`config.mk`:
```
export PLATFORM = sky130hd
export DESIGN_NAME = led_mode_seq
export DESIGN_NICKNAME = d
export VERILOG_FILES = /design/src/rtl/led_pkg.sv /design/src/rtl/key_debounce.sv /design/src/rtl/led_mode_seq.sv
export SDC_FILE = /design/constraint.sdc
export NUM_CORES = 1
export LEC_CHECK = 0
export ABC_AREA = 1
export CELL_PAD_IN_SITES_DETAIL_PLACEMENT = 0
export CELL_PAD_IN_SITES_GLOBAL_PLACEMENT = 1
export CORE_MARGIN = 2
export CORE_UTILIZATION = 42
export DETAILED_ROUTE_END_ITERATION = 10
export DONT_BUFFER_PORTS = 1
export HOLD_SLACK_MARGIN = 0.08
export PLACE_DENSITY = 0.87
export SYNTH_ARGS = -nofsm -noshare
export SYNTH_HDL_FRONTEND = slang
export SYNTH_SLANG_ARGS = --single-unit
```
`constraint.sdc`:
```
create_clock -name sys_clk -period 1.43 [get_ports sys_clk]
set_input_delay 0.143 -clock sys_clk [delete_from_list [all_inputs] [get_ports sys_clk]]
set_output_delay 0.143 -clock sys_clk [all_outputs]
set_load 0.01 [all_outputs]
```
`src/rtl/led_pkg.sv`:
```
// Shared mode/state encodings and the one-hot helper for the LED mode sequencer.
package led_pkg;

  typedef enum logic [1:0] {
    MODE_OFF    = 2'd0,
    MODE_BREATH = 2'd1,
    MODE_HORSE  = 2'd2,
    MODE_BLINK  = 2'd3
  } mode_e;

  typedef enum logic [1:0] {
    ST_RUN   = 2'd0,
    ST_BLANK = 2'd1,
    ST_LOAD  = 2'd2
  } state_e;

  function automatic logic [3:0] onehot4(input logic [1:0] m);
    onehot4 = 4'b0001 << m;
  endfunction

endpackage

```
`src/rtl/key_debounce.sv`:
```
// Active-low key synchroniser + debouncer; key_press is a one-cycle pulse
// arriving DB_CYC+2 cycles after the key settles low. No backpressure.
module key_debounce #(
  parameter int DB_CYC = 1000
) (
  input  logic sys_clk,
  input  logic rst_n,
  input  logic key_n,
  output logic key_press
);

  localparam int CW = $clog2(DB_CYC + 1);

  logic          key_s1_q, key_s2_q;
  logic          lvl_q, lvl_d;
  logic          press_q, press_d;
  logic [CW-1:0] cnt_q, cnt_d;

  // Count only while the synced level disagrees; any bounce back clears it.
  always_comb begin
    lvl_d   = lvl_q;
    cnt_d   = '0;
    press_d = 1'b0;
    if (key_s2_q != lvl_q) begin
      if (cnt_q == CW'(DB_CYC - 1)) begin
        lvl_d   = key_s2_q;
        press_d = lvl_q & ~key_s2_q;
      end else begin
        cnt_d = cnt_q + CW'(1);
      end
    end
  end

  always_ff @(posedge sys_clk or negedge rst_n) begin
    if (!rst_n) begin
      key_s1_q <= 1'b1;
      key_s2_q <= 1'b1;
      lvl_q    <= 1'b1;
      cnt_q    <= '0;
      press_q  <= 1'b0;
    end else begin
      key_s1_q <= key_n;
      key_s2_q <= key_s1_q;
      lvl_q    <= lvl_d;
      cnt_q    <= cnt_d;
      press_q  <= press_d;
    end
  end

  assign key_press = press_q;

endmodule

```
`src/rtl/led_mode_seq.sv`:
```
// Picks the pattern engine driving the LEDs; every mode change is a dark gap of
// BLANK_CYC cycles, a one-cycle engine clear, then a one-cycle LOAD. No backpressure.
module led_mode_seq
  import led_pkg::*;
#(
  parameter int CLK_FREQ    = 50_000_000,
  parameter int DEBOUNCE_MS = 20,
  parameter int BLANK_MS    = 10,
  parameter int DWELL_MS    = 2000
) (
  input  logic       sys_clk,
  input  logic       rst_n,
  input  logic [1:0] sw,
  input  logic       key_n,
  input  logic [7:0] pat0,
  input  logic [7:0] pat1,
  input  logic [7:0] pat2,
  input  logic [7:0] pat3,
  output logic [3:0] eng_en,
  output logic [3:0] eng_clr,
  output logic [7:0] led_out,
  output logic [1:0] cur_mode,
  output logic       auto_on,
  output logic       busy
);

  localparam int MS_CYC    = CLK_FREQ / 1000;
  localparam int DB_CYC    = MS_CYC * DEBOUNCE_MS;
  localparam int BLANK_CYC = MS_CYC * BLANK_MS;
  localparam int DWELL_CYC = MS_CYC * DWELL_MS;
  localparam int BW        = $clog2(BLANK_CYC + 1);
  localparam int WW        = $clog2(DWELL_CYC + 1);

  state_e        state_q, state_d;
  logic [1:0]    sw_s1_q, sw_s2_q;
  logic [1:0]    cur_mode_q, cur_mode_d;
  logic [1:0]    nxt_mode_q, nxt_mode_d;
  logic [7:0]    led_out_q, led_out_d;
  logic          auto_on_q, auto_on_d;
  logic [BW-1:0] blank_q, blank_d;
  logic [WW-1:0] dwell_q, dwell_d;
  logic          key_press;
  logic          sw_req, blank_last;
  logic [1:0]    target;
  logic [7:0]    pat_sel;

  key_debounce #(.DB_CYC(DB_CYC)) u_key_debounce (
    .sys_clk  (sys_clk),
    .rst_n    (rst_n),
    .key_n    (key_n),
    .key_press(key_press)
  );

  assign target     = auto_on_q ? cur_mode_q + 2'd1 : sw_s2_q;
  assign sw_req     = auto_on_q ? (dwell_q == WW'(DWELL_CYC - 1)) : (sw_s2_q != cur_mode_q);
  assign blank_last = (blank_q == BW'(BLANK_CYC - 1));

  always_comb begin
    case (cur_mode_q)
      2'd0:    pat_sel = pat0;
      2'd1:    pat_sel = pat1;
      2'd2:    pat_sel = pat2;
      default: pat_sel = pat3;
    endcase
  end

  always_ff @(posedge sys_clk or negedge rst_n) begin
    if (!rst_n) state_q <= ST_RUN;
    else        state_q <= state_d;
  end

  always_comb begin
    state_d = state_q;
    case (state_q)
      ST_RUN:   if (sw_req) state_d = ST_BLANK;
      ST_BLANK: if (blank_last) state_d = ST_LOAD;
      ST_LOAD:  state_d = ST_RUN;
      default:  state_d = ST_RUN;
    endcase
  end

  // The key toggles auto mode in any state; an in-flight switch still completes.
  always_comb begin
    led_out_d  = '0;
    dwell_d    = '0;
    blank_d    = '0;
    cur_mode_d = cur_mode_q;
    nxt_mode_d = nxt_mode_q;
    auto_on_d  = auto_on_q ^ key_press;
    eng_en     = '0;
    eng_clr    = '0;
    case (state_q)
      ST_RUN: begin
        eng_en = onehot4(cur_mode_q);
        if (sw_req) begin
          nxt_mode_d = target;
        end else begin
          led_out_d = pat_sel;
          dwell_d   = auto_on_q ? dwell_q + WW'(1) : '0;
        end
      end
      ST_BLANK: begin
        if (blank_last) begin
          eng_clr    = onehot4(nxt_mode_q);
          cur_mode_d = nxt_mode_q;
        end else begin
          blank_d = blank_q + BW'(1);
        end
      end
      ST_LOAD: begin
        eng_en    = onehot4(cur_mode_q);
        led_out_d = pat_sel;
      end
      default: ;
    endcase
  end

  always_ff @(posedge sys_clk or negedge rst_n) begin
    if (!rst_n) begin
      sw_s1_q    <= 2'd0;
      sw_s2_q    <= 2'd0;
      cur_mode_q <= MODE_OFF;
      nxt_mode_q <= MODE_OFF;
      led_out_q  <= '0;
      auto_on_q  <= 1'b0;
      blank_q    <= '0;
      dwell_q    <= '0;
    end else begin
      sw_s1_q    <= sw;
      sw_s2_q    <= sw_s1_q;
      cur_mode_q <= cur_mode_d;
      nxt_mode_q <= nxt_mode_d;
      led_out_q  <= led_out_d;
      auto_on_q  <= auto_on_d;
      blank_q    <= blank_d;
      dwell_q    <= dwell_d;
    end
  end

  assign led_out  = led_out_q;
  assign cur_mode = cur_mode_q;
  assign auto_on  = auto_on_q;
  assign busy     = (state_q != ST_RUN);

endmodule

```
==> impl_metrics.csv <==
group,metric,value,unit
outcome,status,"complete, but fails checks",
outcome,violations,"negative hold slack, negative setup slack",
setup_path,largest_driver_fanout_on_the_critical_path,3,
synth,post_synth_and_or_nand_nor_area_fraction,37.10,%
die,die-width,113.8,um
timing,worst_pin_slew,0.3096,ns
synth,yosys_warnings,0,
timing,slew_margin_rel,79.14,%
placement,globalplace.congestion,0.8934,
timing,final.period_utilization,125.2,%
synth,post_synth.cell_area_avg,7.653,um2
setup_path,cp_data_required_time,1.29,ns
timing,setup_viol_count_final,57,
route,drt_first_iter_violations,445,
flow_run,timing.max_cap.violations,0,
clock_network,clockRootBuffer,"clkbuf_16",
placement,place.detailed.instances,869,
pwr,ir_drop,0.7527,mV
synth,post_synth_fa_ha_maj_area_fraction,2.223,%
synth,ys_seq_area_share,44.04,%
synth,synth.area.mux_share,0,%
clock_network,numCtsBuffers,9,
clock_network,insertion_delay,0.35,ns
clock_network,cts.sink_count,89,
global_route,grt-busiest-layer,"met2",
finish,flow.area_growth_from_synthesis,44.58,%
route,num_vias,4824,
setup_path,endpoint_type_of_the_worst_setup_path,"output port",
pwr,cellPowerDensity,844.5,mW/mm2
finish,net_count_of_the_finished_layout,844,
clock_network,tritoncts,"done",
setup_path,regToRegEndpoint,"cur_mode[0]",
timing,fin_crit,1.790,ns
setup_path,critical_path_arrival,1.65,ns
global_route,met3_track_demand_over_resource_in_global_routing,6.004,%
synth,synthesized_cell_area,0.005066,mm2
setup_path,worst_r2r_startpoint,"blank_q[10]",
finish,fin_util,61.49,%
global_route,grt.overflow.total,0,
timing,timing_limited_maximum_frequency,558.7,MHz
die,dieHeight,113.8,um
clock_network,cts-htree-levels,3,
timing,finalHoldViolations,89,
synth,postSynthNetCount,708,
die,placeableCoreArea,0.01191,mm2
synth,synth_xor_xnor_area_share,7.088,%
finish,final_layout_size_suffix_gt1_share,36.11,%
clock_network,clk_transition_reported_paths,0.06,ns
die,core.rowCount,40,
global_route,global_route_wire_length_before_repair,21470,um
placement,place.port_buffers,0,
timing,report.final.slew_viol_count,0,
die,num_io_pins,57,
route,drt_pass_1_iters,5,
setup_path,crit_type,"reg -> out",
pwr,p_leak,3.168,nW
synth,synth_compound_gate_area_share,2.519,%
setup_path,worst_setup_path_start_kind,"flip-flop",
route,drc_errors,0,
setup_path,setup.reg_to_reg.worst_slack,-0.22,ns
die,floorplan.initialDensity,42.53,%
route,detail_route.wl_per_cell,14.86,um
timing,holdWs,-0.5140,ns
setup_path,endpoint,"eng_clr[1]",
placement,hpwl,8439,um
clock_network,ctsHoldBuffers,32,
global_route,use_met1,24.29,%
worst_hold_path,timing.hold.worst.class,"in -> async",
timing,final.setup_skew,0.005775,ns
synth,synth_top_family_by_area,"simple AND/OR/NAND/NOR gates",
global_route,first_global_vias,4763,
setup_path,worstSetupStartpoint,"blank_q[10]",
route,post_drt_via_cell_ratio,5.078,
global_route,grt.met2_usage,35.37,%
die,floorplan.die_area,0.01296,mm2
route,route.antenna.remaining_nets,0,
synth,synth_cell_type_count,33,
global_route,grt.total_usage,20.75,%
clock_network,cts_buffer_depth,2,
setup_path,r2r.worst_path.cells,10,
timing,fin_ws,-0.3598,ns
finish,final_cell_count_no_fill,950,
route,wirelength,14120,um
synth,synthesis_stage_register_bit_count,89,
finish,num_antenna_cells,0,
global_route,initial_antenna_violation_count,0,
global_route,grt_max_degree,90,
synth,postSynthCellCount,662,
timing,setup_repair_after_global_routing_missed_its_margin,"yes",
## layout make-up
| class | count | area (um2) |
|---|---|---|
| sequential | 89 | 2242 |
| fill | 905 | 4587 |
| clock buffer | 11 | 242.7 |
| clock inverter | 5 | 102.6 |
| timing repair buffer | 133 | 1184 |
| tap | 147 | 183.9 |
| multi-input combinational | 487 | 3053 |
| inverter | 78 | 316.6 |
## cells by family (layout without fill, tap and decap cells)
kind of cell,Yosys count,in the layout
compound gates,22,22
xor+xnor,41,41
fa+ha+maj,9,9
buf+inv,86,227
flops,89,89
simple gates,415,415
## where the power goes
group          switching, mW  internal, mW  total, mW
Sequential             0.122          2.63       2.76
Clock                  0.993          1.75       2.75
Combinational          0.338         0.347      0.684
Total                   1.45          4.73       6.19
## how the worst min path moves through the flow
stage and to:
4_1_cts dwell_q[15], 2_1_floorplan auto_on, 3_3_place_gp dwell_q[22], 3_5_place_dp dwell_q[22]
6_report dwell_q[22], 5_1_grt dwell_q[25]
## Yosys cell counts, drive strengths merged
master | instances | share of area, %
o21ai | 14 | 1.4
nand2 | 166 | 13
o21bai | 3 | 0.52
nand3 | 39 | 4.1
nor3 | 15 | 1.9
inv | 78 | 5.8
and3 | 1 | 0.12
a21o | 1 | 0.15
buf | 3 | 0.89
dfrtp | 86 | 42
nand4 | 28 | 3.6
ha | 9 | 2.2
dfstp | 3 | 1.6
a21oi | 4 | 0.47
xor2 | 33 | 5.7
clkbuf | 5 | 0.37
nor2 | 164 | 14
nor4 | 1 | 0.12
xnor2 | 8 | 1.4
nand3b | 1 | 0.15
## through the flow
stage	setup WS (ns)	total power [mW]	hold WS, ns	TNS [ns]	instance area (um2)
finish	-0.3598	6.186	-0.5140	-6.605	7325
CTS	-0.4045	6.125	-0.5225	-2.177	6694
global route	-0.4542	6.420	-0.5331	-10.91	7325
floorplan	-0.02558	3.030	-0.1526	-0.05116	5086
global placement	-0.04271	3.240	-0.1485	-0.2900	5742
detailed placement	-0.08053	3.268	-0.1489	-1.449	5742
## layer usage
metal,vias up,part of all wire (%)
li1,2333,-
met1,2277,40
met2,165,51
met3,49,5.1
met4,0,3.0
met5,-,0
## placed cells by master, fill, tap and decap left out, types with 3 or more instances in the layout
cell           netlist  final
dfrtp_2              0      9
o21ai_1              1      4
nand4_1             27     27
nand2_4              2      6
nor3_2               2      5
nor3_4               1      4
nand3_1             37     30
clkbuf_16            0     11
inv_2                3      7
buf_4                0     85
ha_4                 0      7
xnor2_1              8      7
dfrtp_1             86     77
dlygate4sd3_1        0     32
buf_6                0     12
xor2_1              33     27
o21ai_0             13     10
nand2_1            156    132
bufinv_16            0      3
inv_1               75     63
xor2_2               0      6
nand2_2              8     28
dfstp_2              3      3
nand3_2              2      7
nor2_2              26     45
nor3_1              12      6
nor2_1             133     89
nor2_4               5     30
inv_4                0      6
## flip-flops by register name, summed over array words and instances (netlist names)
register	flops
sw_s2_q	2
u_key_debounce.lvl_q	1
blank_q	19
led_out	8
auto_on	1
state_q	2
u_key_debounce.key_s1_q	1
u_key_debounce.cnt_q	20
cur_mode	2
u_key_debounce.key_s2_q	1
sw_s1_q	2
u_key_debounce.key_press	1
nxt_mode_q	2
dwell_q	27
## critical path, stage by stage (launching register included)
cell	delay (ns)
dfrtp_1	0.38
inv_1	0.08
nand4_1	0.10
nor2_2	0.18
nand2_2	0.10
nor3_4	0.17
nand2_2	0.13
nor2_4	0.15
## repair_timing
item                                   CTS  global route
gates resized for setup                 53           125
setup endpoints to repair               64            79
gates cloned                             0             2
endpoints found under the hold margin  100            89
setup buffers                           12            20
pin swaps                               17            48
Note: power is estimated with default switching activity, not from simulation.
